--- src/rtl/fa_pkg.sv ---
// Shared definitions for the serial subtractor: FSM states, default width,
// and the bit-counter sizing helper.
// Imported by serial_sub and its per-bit cell.
package fa_pkg;

  // Default operand/result width of the serial subtractor.
  localparam int DEF_WIDTH = 8;

  // Controller states: waiting for work, shifting bits, presenting a result.
  typedef enum logic [1:0] {
    IDLE = 2'd0,
    RUN  = 2'd1,
    DONE = 2'd2
  } state_t;

  // Counter width able to hold every value from 0 up to and including w,
  // so the bit counter never wraps inside one operation.
  function automatic int cnt_bits(input int w);
    return $clog2(w + 1);
  endfunction

endpackage

--- src/rtl/fs_bit.sv ---
// Single-bit full subtractor cell: d = x - y - bin, with borrow out.
// Purely combinational, zero latency.
// No handshake; the caller owns all state.
module fs_bit (
  input  logic x,
  input  logic y,
  input  logic bin,
  output logic d,
  output logic bout
);

  // Difference bit and borrow-out of one subtractor stage.
  always_comb begin
    d    = x ^ y ^ bin;
    bout = (~x & y) | (~(x ^ y) & bin);
  end

endmodule

--- src/rtl/serial_sub.sv ---
// Bit-serial subtractor: d = x - y mod 2^WIDTH, bout = (x < y), LSB first.
// Latency WIDTH+1 cycles from the accepting edge to done; one op in flight.
// start is honoured only while ready=1; it is ignored in RUN and DONE.
module serial_sub
  import fa_pkg::*;
#(
  parameter int WIDTH = DEF_WIDTH
) (
  input  logic             ck,
  input  logic             rst,
  input  logic             start,
  input  logic [WIDTH-1:0] x,
  input  logic [WIDTH-1:0] y,
  output logic             ready,
  output logic [WIDTH-1:0] d,
  output logic             bout,
  output logic             done
);

  localparam int CW = cnt_bits(WIDTH);

  state_t           state;
  state_t           state_nxt;

  logic [WIDTH-1:0] xs;
  logic [WIDTH-1:0] ys;
  logic [WIDTH-1:0] res;
  logic [WIDTH-1:0] res_shift;
  logic             borrow;
  logic [CW-1:0]    cnt;

  logic             diff_bit;
  logic             borrow_nxt;
  logic             last_bit;
  logic             accept;

  // One subtractor cell, fed by the low bits of the operand shifters and
  // the running borrow.
  fs_bit u_cell (
    .x    (xs[0]),
    .y    (ys[0]),
    .bin  (borrow),
    .d    (diff_bit),
    .bout (borrow_nxt)
  );

  // Decode the bit position and the handshake from the current state.
  always_comb begin
    last_bit  = (cnt == CW'(WIDTH - 1));
    accept    = (state == IDLE) && start;
    // New difference bit enters at the MSB end so that, after WIDTH shifts,
    // the first computed bit has landed in bit 0.
    res_shift = (res >> 1) | (WIDTH'(diff_bit) << (WIDTH - 1));
  end

  // State register.
  always_ff @(posedge ck or negedge rst) begin
    if (!rst) begin
      state <= IDLE;
    end else begin
      state <= state_nxt;
    end
  end

  // Next-state logic and the state-decoded status outputs.
  always_comb begin
    state_nxt = state;
    ready     = 1'b0;
    done      = 1'b0;
    case (state)
      IDLE: begin
        ready = 1'b1;
        if (start) begin
          state_nxt = RUN;
        end
      end
      RUN: begin
        if (last_bit) begin
          state_nxt = DONE;
        end
      end
      DONE: begin
        done      = 1'b1;
        state_nxt = IDLE;
      end
      default: begin
        state_nxt = IDLE;
      end
    endcase
  end

  // Operand shifters, borrow flop, result shifter and bit counter.
  always_ff @(posedge ck or negedge rst) begin
    if (!rst) begin
      xs     <= '0;
      ys     <= '0;
      res    <= '0;
      borrow <= 1'b0;
      cnt    <= '0;
    end else if (accept) begin
      xs     <= x;
      ys     <= y;
      res    <= '0;
      borrow <= 1'b0;
      cnt    <= '0;
    end else if (state == RUN) begin
      xs     <= xs >> 1;
      ys     <= ys >> 1;
      res    <= res_shift;
      borrow <= borrow_nxt;
      // Stops at WIDTH on the final bit, which CW bits can always hold.
      cnt    <= cnt + CW'(1);
    end
  end

  // Publish the finished result on the edge that enters DONE; hold it until
  // the next completed operation so partial results are never visible.
  always_ff @(posedge ck or negedge rst) begin
    if (!rst) begin
      d    <= '0;
      bout <= 1'b0;
    end else if ((state == RUN) && last_bit) begin
      d    <= res_shift;
      bout <= borrow_nxt;
    end
  end

endmodule

--- config.mk ---
export PLATFORM = sky130hd
export DESIGN_NAME = serial_sub
export DESIGN_NICKNAME = d
export VERILOG_FILES = /design/src/rtl/fa_pkg.sv /design/src/rtl/fs_bit.sv /design/src/rtl/serial_sub.sv
export SDC_FILE = /design/constraint.sdc
export NUM_CORES = 1
export LEC_CHECK = 0
export ABC_AREA = 1
export CAP_MARGIN = 20
export CORE_UTILIZATION = 47
export CTS_CLUSTER_DIAMETER = 50
export DETAILED_ROUTE_END_ITERATION = 12
export PLACE_DENSITY = 0.79
export SYNTH_ARGS = -nofsm -noshare
export SYNTH_HDL_FRONTEND = slang
export SYNTH_HIERARCHICAL = 1
export SYNTH_SLANG_ARGS = --single-unit
--- constraint.sdc ---
create_clock -name ck -period 1.23 [get_ports ck]
set_clock_uncertainty 0.1 [all_clocks]
set_input_delay 0.369 -clock ck [delete_from_list [all_inputs] [get_ports ck]]
set_output_delay 0.369 -clock ck [all_outputs]
set_load 0.005 [all_outputs]
==> key figures <==
Status
  • Status: finished, violations left
  • Failing checks: setup timing

Die
  • IO Pins: 30
  • Die extent in x: 64.2 um
  • Die Ht: 64.2 um
  • DIE AREA: 4120 um2
  • Starting Density: 49.3%
  • # rows: 22
  • Core Box Area: 3690 um2

Drt
  • Via density: 4.83
  • Routed WL per cell: 13.7 um
  • Number of remaining DRC errors: 0
  • Drt pass-1 iters: 4
  • Drt first-iter violations: 83
  • DRT antenna net count: 0
  • Vias: 1619
  • Routed wire length: 4.58 mm

Clock network
  • CTS buffer count: 5
  • CTS tree: done
  • H-tree Lvls: 2
  • Clock Pin Slew Worst Setup and Hold Paths: 80 ps
  • Clock Sinks: 39
  • Clk_lat worst skew: 310 ps
  • Clock Root Buffer: clkbuf_8
  • Clk buf depth: 2

Timing
  • Hold Violations, Final: 0
  • Setup ws final: -276 ps
  • Tightest Pin Transition: 289 ps
  • Minimum clock period: 1510 ps
  • Final worst path period share: 122%
  • Final setup viols: 49
  • Fmax: 664 MHz
  • Final max-slew violation count: 0
  • RSZ-0062 raised after global routing: true
  • Max_slew headroom: 80.7%

Synth
  • Net Count, Synth: 245
  • Yosys reg bits: 39
  • Post-Synthesis Cells: 224
  • Yosys Warn Count: 6
  • Post-synthesis sequential area ratio: 53.7%
  • Count of cell types in the netlist: 17
  • Syn avg cell area: 8.11 um2
  • Cell Area, Synth: 1820 um2

Global route
  • Largest net degree at the start of global routing: 40
  • First-pass GRT wire length: 7.07 mm
  • Vias in the first global route: 1484
  • Initial antenna violation count: 0
  • Tot GR Track Use: 23.0%
  • Total grt overflow: 0

Critical path
  • Top cell family by delay on the critical path: flip-flops
  • CP Class: reg2out
  • Critical Path Max Stage Delay: 400 ps
  • Startpoint Class: flop
  • Crit end category: output pin
  • CP required: 760 ps
  • Arrival @ worst endpoint: 1040 ps
  • Crit-path slowest cell: dfrtp_1
  • Worst path bufs/invs: 2
  • Critical path fanouts, max: 2
  • CP Cell Sequence: buf_4 -> nor2_4 -> buf_2

Run
  • Maximum Capacitance Violations: 0

Place
  • DP Wirelength: 2.26 mm
  • DP Worst Slack: -411 ps
  • PortBufs: 29
  • GP Congestion: 0.751

Final layout
  • Most frequent cells in the layout: nand2_1, dfrtp_1, inv_1
  • # diodes: 0
  • Final core occ: 76.1%
  • Area grow syn2layout: 54.4%
  • Share of layout cells above drive strength 1: 39.7%
  • Final nets: 307
  • Commonest non-fill, non-tap cell in the layout: nand2_1

Power
  • Max rail drop VDD: 0.00116 V
  • PD cells: 2640 nW/um2
  • Pleak: 1.49 nW

Worst hold path
  • Worst min path class: reg2reg
## layer usage
layer  share of wire (%)  wire, um  global-route usage [%]  vias to the layer above
li1                    -         -                       -                      797
met1                  42      1900                    29.3                      768
met2                  52      2380                    36.6                       42
met3                 3.8       174                    5.54                       12
met4                 2.7       125                    11.4                        0
met5                   0         0                       0                        -
## report_power, final
group / switching (mW) / leakage (nW) / internal [mW]
Clock: 0.494 / 0.0644 / 0.809
Combinational: 2.03 / 0.922 / 1.86
Sequential: 0.384 / 0.499 / 1.84
## worst paths after layout
path / startpoint / to / slack, ps / cells past startpoint
worst max-delay path: state[1]$_DFFE_PN0P_ / ready / -280 / 3
worst min-delay path: res[5]$_DFFE_PN0P_ / res[5]$_DFFE_PN0P_ / 380 / 2
worst max register to register: state[1]$_DFFE_PN0P_ / d[4]$_DFFE_PN0P_ / -260 / 7
worst min register to register: res[5]$_DFFE_PN0P_ / res[5]$_DFFE_PN0P_ / 380 / 2
max in group asynchronous: rst / ys[2]$_DFFE_PN0P_ / 380 / 3
min in group asynchronous: rst / xs[6]$_DFFE_PN0P_ / 450 / 3
## worst reg2reg max path, stage by stage, from the launching register on
cell	delay (ps)
dfrtp_1	400
buf_6	130
buf_6	110
nor2_4	230
nand2_4	130
buf_12	170
nand2_4	60
o21ai_2	50
## state kept, by name, summed over array words and instances, names as in the netlist
register,cells
res,7
state,2
d,8
xs,8
bout,1
ys,8
cnt,4
borrow,1
## through the flow
stage | cells | hold slack (ps) | TNS [ps] | total power, mW | cell area [um2]
finish | 335 | 384 | -8140 | 7.41 | 2810
global route | 335 | 404 | -10370 | 7.87 | 2810
CTS | 331 | 384 | -6100 | 6.59 | 2580
detailed placement | 309 | 253 | -11410 | 4.76 | 2270
global placement | 309 | 254 | -10120 | 4.66 | 2270
floorplan | 224 | -26.6 | -492 | 3.77 | 1820
## cells in the mapped netlist (all sizes together)
cell type	instances	share of area, %
nand2	117	24
dfrtp	39	54
inv	30	6.2
o21ai	19	8.5
buf	7	2.7
nor2	6	1.5
nand3	3	0.83
a21oi	1	0.28
fa	1	1.1
ha	1	0.69
## cell type report
class | instances | area, um2
clock buffers | 5 | 68.8
fillers | 239 | 883
well taps | 48 | 60.1
inverters | 30 | 130
flip-flops and latches | 39 | 976
repair buffers | 61 | 624
multi-input cells | 148 | 872
clock inverters | 3 | 67.6
repair inverters | 1 | 6.26
## repair_timing
item,CTS,global route
setup endpoints to repair,48,50
hold endpoints to repair,39,0
pin swaps,5,19
resized for setup,68,56
gates cloned,4,1
buffers inserted,14,4
hold buffers,1,0
## cells by family after synthesis
family,after synthesis,share of synthesized area [%]
AO/OA/AOI/OAI,20,8.81
buffers and inverters,37,8.88
flip-flops,39,53.7
adder cells (fa/ha/maj),2,1.79
AND/OR/NAND/NOR,126,26.8
No activity file was read; power rests on OpenSTA's default activity.
